$ cat src/rtl/execute_muldiv_unit.sv
// Iterative RV32M multiply/divide unit: BITS_PER_CYCLE result bits per clock, registered result.
// Optional MULDIV_EARLY_OUT_EN: divide-by-zero, signed overflow and multiply-by-zero skip CALC.
module execute_muldiv_unit #(
  parameter int XLEN           = 32,
  parameter int BITS_PER_CYCLE = 1
) (
  input  logic            clk,
  input  logic            rst,
  input  logic            start,
  input  logic [2:0]      op,
  input  logic [XLEN-1:0] rs1_data_in,
  input  logic [XLEN-1:0] rs2_data_in,
  input  logic            flush,
  output logic            busy,
  output logic            valid_out,
  output logic [XLEN-1:0] result_out
);
  localparam int B    = BITS_PER_CYCLE;
  localparam int ITER = XLEN / B;
  localparam int CW   = $clog2(ITER + 1);

  if (XLEN % 2 != 0) begin : g_xlen_even_chk
    $error("XLEN must be even");
  end
  if (!(B == 1 || B == 2 || B == 4)) begin : g_bpc_legal_chk
    $error("BITS_PER_CYCLE must be 1, 2 or 4");
  end
  if (XLEN % B != 0) begin : g_bpc_div_chk
    $error("XLEN must be a multiple of BITS_PER_CYCLE");
  end

  typedef enum logic [1:0] {IDLE, CALC, DONE} state_t;
  state_t state, state_next;

  logic [CW-1:0]   count;
  logic [2:0]      op_q;
  logic            neg_a, neg_b, div_zero;
  logic [XLEN-1:0] hi, lo, b_reg;

  // Operand conditioning for the request currently on the inputs
  logic            a_signed, b_signed, neg_a_in, neg_b_in;
  logic [XLEN-1:0] abs_a, abs_b;
  always_comb begin
    a_signed = ~op[0] | (op == 3'd1);
    b_signed = op[2] ? ~op[0] : ~op[1];
    neg_a_in = a_signed & rs1_data_in[XLEN-1];
    neg_b_in = b_signed & rs2_data_in[XLEN-1];
    abs_a    = neg_a_in ? -rs1_data_in : rs1_data_in;
    abs_b    = neg_b_in ? -rs2_data_in : rs2_data_in;
  end

  logic            early_hit;
  logic [XLEN-1:0] early_result;
  always_comb begin
    early_hit    = 1'b0;
    early_result = '0;
`ifdef MULDIV_EARLY_OUT_EN
    if (op[2]) begin
      if (rs2_data_in == '0) begin
        early_hit    = 1'b1;
        early_result = op[1] ? rs1_data_in : '1;
      end else if (!op[0] && rs1_data_in == {1'b1, {(XLEN-1){1'b0}}} && rs2_data_in == '1) begin
        early_hit    = 1'b1;
        early_result = op[1] ? '0 : rs1_data_in;
      end
    end else if (rs1_data_in == '0 || rs2_data_in == '0) begin
      early_hit    = 1'b1;
      early_result = '0;
    end
`endif
  end

  // One iteration: shift-add on {hi,lo} for multiply, restoring divide with hi=remainder, lo=quotient
  logic [XLEN+B-1:0] partial;
  logic [XLEN:0]     rem;
  logic [XLEN-1:0]   quo, step_hi, step_lo;
  always_comb begin
    partial = {{B{1'b0}}, hi} + ({{B{1'b0}}, b_reg} * {{XLEN{1'b0}}, lo[B-1:0]});
    rem     = {1'b0, hi};
    quo     = lo;
    for (int i = 0; i < B; i++) begin
      rem = {rem[XLEN-1:0], quo[XLEN-1]};
      quo = {quo[XLEN-2:0], 1'b0};
      if (rem >= {1'b0, b_reg}) begin
        rem    = rem - {1'b0, b_reg};
        quo[0] = 1'b1;
      end
    end
    if (op_q[2]) begin
      step_hi = rem[XLEN-1:0];
      step_lo = quo;
    end else begin
      step_hi = partial[XLEN+B-1:B];
      step_lo = {partial[B-1:0], lo[XLEN-1:B]};
    end
  end

  logic [2*XLEN-1:0] prod;
  logic [XLEN-1:0]   quot_fix, rem_fix, final_result;
  always_comb begin
    prod     = {step_hi, step_lo};
    if (neg_a ^ neg_b) prod = -prod;
    quot_fix = (neg_a ^ neg_b) ? -step_lo : step_lo;
    if (div_zero) quot_fix = '1;
    rem_fix  = neg_a ? -step_hi : step_hi;
    case (op_q)
      3'd0:       final_result = prod[XLEN-1:0];
      3'd4, 3'd5: final_result = quot_fix;
      3'd6, 3'd7: final_result = rem_fix;
      default:    final_result = prod[2*XLEN-1:XLEN];
    endcase
  end

  always_comb begin
    state_next = state;
    if (flush) begin
      state_next = IDLE;
    end else begin
      case (state)
        IDLE:    if (start) state_next = early_hit ? DONE : CALC;
        CALC:    if (count == '0) state_next = DONE;
        DONE:    state_next = IDLE;
        default: state_next = IDLE;
      endcase
    end
  end

  always_ff @(posedge clk) begin
    if (rst) begin
      state      <= IDLE;
      count      <= '0;
      op_q       <= '0;
      neg_a      <= 1'b0;
      neg_b      <= 1'b0;
      div_zero   <= 1'b0;
      hi         <= '0;
      lo         <= '0;
      b_reg      <= '0;
      valid_out  <= 1'b0;
      result_out <= '0;
    end else begin
      state     <= state_next;
      valid_out <= 1'b0;
      if (!flush) begin
        case (state)
          IDLE: if (start) begin
            op_q     <= op;
            neg_a    <= neg_a_in;
            neg_b    <= neg_b_in;
            div_zero <= (rs2_data_in == '0);
            hi       <= '0;
            lo       <= abs_a;
            b_reg    <= abs_b;
            count    <= CW'(ITER - 1);
            if (early_hit) begin
              result_out <= early_result;
              valid_out  <= 1'b1;
            end
          end
          CALC: begin
            hi <= step_hi;
            lo <= step_lo;
            if (count == '0) begin
              result_out <= final_result;
              valid_out  <= 1'b1;
            end else begin
              count <= count - CW'(1);
            end
          end
          default: ;
        endcase
      end
    end
  end

  assign busy = (state == CALC) || (state == DONE);
endmodule

$ cat config.mk
export PLATFORM = sky130hd
export DESIGN_NAME = execute_muldiv_unit
export DESIGN_NICKNAME = d
export VERILOG_FILES = /design/src/rtl/execute_muldiv_unit.sv
export SDC_FILE = /design/constraint.sdc
export NUM_CORES = 1
export LEC_CHECK = 0
export ABC_AREA = 1
export CORE_MARGIN = 2
export CORE_UTILIZATION = 40
export DETAILED_ROUTE_END_ITERATION = 10
export GPL_TIMING_DRIVEN = 0
export SLEW_MARGIN = 30
export SYNTH_ARGS = -nofsm -noshare
export SYNTH_HDL_FRONTEND = slang
export SYNTH_SLANG_ARGS = --single-unit
$ cat constraint.sdc
create_clock -name clk -period 4.99 [get_ports clk]
set_input_delay 1.497 -clock clk [delete_from_list [all_inputs] [get_ports clk]]
set_output_delay 1.497 -clock clk [all_outputs]
set_load 0.01 [all_outputs]
==> reports/metrics.cfg <==
[cts]
clock_pin_slew_of_the_registers_on_the_worst_case_setup_and_hold_paths_ns = 0.07
cts_tree = built
cts_buffers = 17
post_cts_hold_buffer_count = 0
worst_skew_pair.late_latency_ns = 0.51
cts.path.max_buffers = 2
clock_tree.htree_level_count = 4
cts_root_buf = clkbuf_16
tritoncts_num_sinks = 143

[setup_path]
end_kind = flip-flop
critical_path_class = reg -> reg
crit_required_ns = 5.34
critPathTopFamily = simple AND/OR/NAND/NOR gates
max_stage_delay_ns = 0.59
critical_path_peak_fanout = 10
crit_path_frequent_cell = nand2_1
crit_path_launch_type = flip-flop
data_arrival_time_of_the_critical_path_ns = 5.08
worstSetupStartpoint = lo[0]$_SDFFE_PP0P_
timing.critical_path.slowest_stage_cell = dfxtp_1
worst-path-buf-inv = 2
crit_chain = clkbuf_2 > nand2_1 > inv_1 > ha_1 > a21oi_1 > nand2_1 > nand2_1 > nand3_1 > nand2_1 > nand2_1 > or2_1 > nand3_1 > nand3_1 > nor2_1 > nand2_1 > nor2_1 > nand2_1 > nand2_1 > nand2_1 > nand2_1 > nand3_1 > nand3_1 > a21oi_1
worstReg2RegStart = lo[0]$_SDFFE_PP0P_

[hold_path]
timing.hold.worst.start = result_out[20]$_SDFFE_PP0P_
hold_path.class = reg -> reg

[synth]
synth_edf_count = 0
seq_cells_post_synth = 143
post-synth-top-area-fraction = 0.2087
postSynthCellCount = 2991
synthesis.yosys.warnings = 0
yosys.area.top_type = nand2_1
yosys_most_used_dff = dfxtp_1
synth_async_sr_flop_share = 0
most_frequent_cell_after_synthesis = nand2_1
cell_area_after_synthesis_um2 = 16660
synth_top_cells_by_area = nand2_1 21%, dfxtp_1 17%, inv_1 10%
syn_nets = 3135
synthDistinctLibCells = 53
avgSynthCellArea_um2 = 5.569
seq_area_frac_synth = 0.1719
synth_commonest_cells = 926 x nand2_1, 442 x inv_1, 267 x nor2_1

[sta]
final.hold.worst_slack_ns = 0.4660
slew_headroom = 0.3220
clock-skew-final_ns = 0.01728
timing.final.ws_setup_ns = 0.2583
final.setup.tns_ns = 0
rsz0062_at_grt = no
slew_violations = 0
finalSetupViolCount = 0
final_min_period_ns = 4.732
fmax_mhz = 211.3
final.period_utilization = 0.9482
tightestPinTransition_ns = 1.013
final_hold_viol_count = 0

[flow_run]
cap_violations = 0

[floorplan]
io-pin-count = 105
coreArea_um2 = 40920
die_height_um = 208.1
floorplan.die_area_um2 = 43290
num_rows = 74
initial_core_util = 0.4070
die_w_um = 208.1

[detailed_routing]
post-route-drc-count = 0
wl_um = 75970
drt-pass1-iter-count = 6
average_wire_length_per_cell_after_detail_routing_um = 20.77
route.detailed.vias_per_inst = 5.534
number_of_design_rule_violations_left_by_the_first_detailed_router_iteration = 2025
via_count = 20245
ant_nets = 0

[global_route]
first_pass_grt_wire_length_um = 114100
grt_antenna_before_repair = 1
maximum_number_of_pins_on_one_net_before_global_route_repair = 17
track_usage = 0.3466
globalRoute.totalOverflow = 0
grt_pass1_vias = 18491

[finish]
area.growth.synth_to_final_pct = 13.91
design.final.nets = 3256
utilization = 0.4636
drive_above_1_share = 0.06176

[placement]
dp.final_hpwl_um = 63100
gp_congestion = 1.012
pre_cts_slack_ns = 0.1239
numPortBuffers = 103

[power]
p_per_area_nw_per_um2 = 220.4
p_leak_nw = 9.603
vdd.ir_drop.worst_v = 0.0002583

[run_status]
status = complete, no violations

[cells by family (layout without fill, tap and decap cells)]
logic type | Yosys count | in the layout | share of synthesized area
adder cells (fa/ha/maj) | 73 | 73 | 0.05574
AO/OA/AOI/OAI | 455 | 455 | 0.1503
flip-flops | 143 | 143 | 0.1719
other | 0 | 1 | 0
AND/OR/NAND/NOR | 1690 | 1690 | 0.4545
buffers and inverters | 562 | 696 | 0.1318
XOR/XNOR | 68 | 68 | 0.03576
[cell type report]
class	count	area, um2
diodes	1	2.502
fillers	4532	21950
flip-flops and latches	143	2863
well taps	532	665.6
plain buffers	98	456.7
multi-input cells	2286	11600
repair buffers	103	1031
clock inverters	12	147.6
inverters	463	1738
clock buffers	20	466.7
[cell usage in the layout (no fill, tap or decap), types with 20 or more instances in the layout]
cell type,n
a21oi_1,188
a31oi_1,31
clkbuf_1,62
clkdlybuf4s50_1,103
dfxtp_1,143
ha_1,71
inv_1,442
nand2_1,926
nand3_1,264
nand3_2,24
nand4_1,55
nor2_1,267
nor2_2,20
nor3_1,41
o21ai_0,153
xor2_1,50
[worst min-delay path, cell delays in order, from the launching register on]
cell and delay [ns]:
dfxtp_1 0.31, nand2_1 0.06, a21oi_1 0.05
[power breakdown]
part	leakage [nW]	internal (mW)	switching (mW)
clock	0.296	0.785	0.625
sequential	1.16	1.19	0.0567
combinational	8.14	0.457	1.07
total	9.60	2.43	1.75
[path summary, 6_finish.rpt]
| kind | end | slack (ns) | depth (start not counted) |
|---|---|---|---|
| max | result_out[16]$_SDFFE_PP0P_ | 0.26 | 23 |
| min | result_out[20]$_SDFFE_PP0P_ | 0.47 | 2 |
| max reg2reg | result_out[16]$_SDFFE_PP0P_ | 0.26 | 23 |
| min reg2reg | result_out[20]$_SDFFE_PP0P_ | 0.47 | 2 |
[per-layer routing]
layer | global-route usage | vias up | wire [um]
li1 | - | 9896 | -
met1 | 0.5023 | 9420 | 36050
met2 | 0.5210 | 853 | 31990
met3 | 0.06460 | 74 | 6314
met4 | 0.09562 | 2 | 1600
met5 | 0 | - | 13
[stage by stage]
step	total power [mW]	std cells	area, um2
after floorplan	2.211	2991	16660
after global placement	2.736	3626	18350
after detailed placement	2.745	3626	18350
after CTS	4.148	3658	18970
after global routing	4.371	3657	18970
final	4.182	3658	18970
[timing repair]
item,CTS,global route
resized for setup,0,4
buffers inserted,0,0
setup endpoints to repair,0,18
Note: power is estimated with default switching activity, not from simulation.
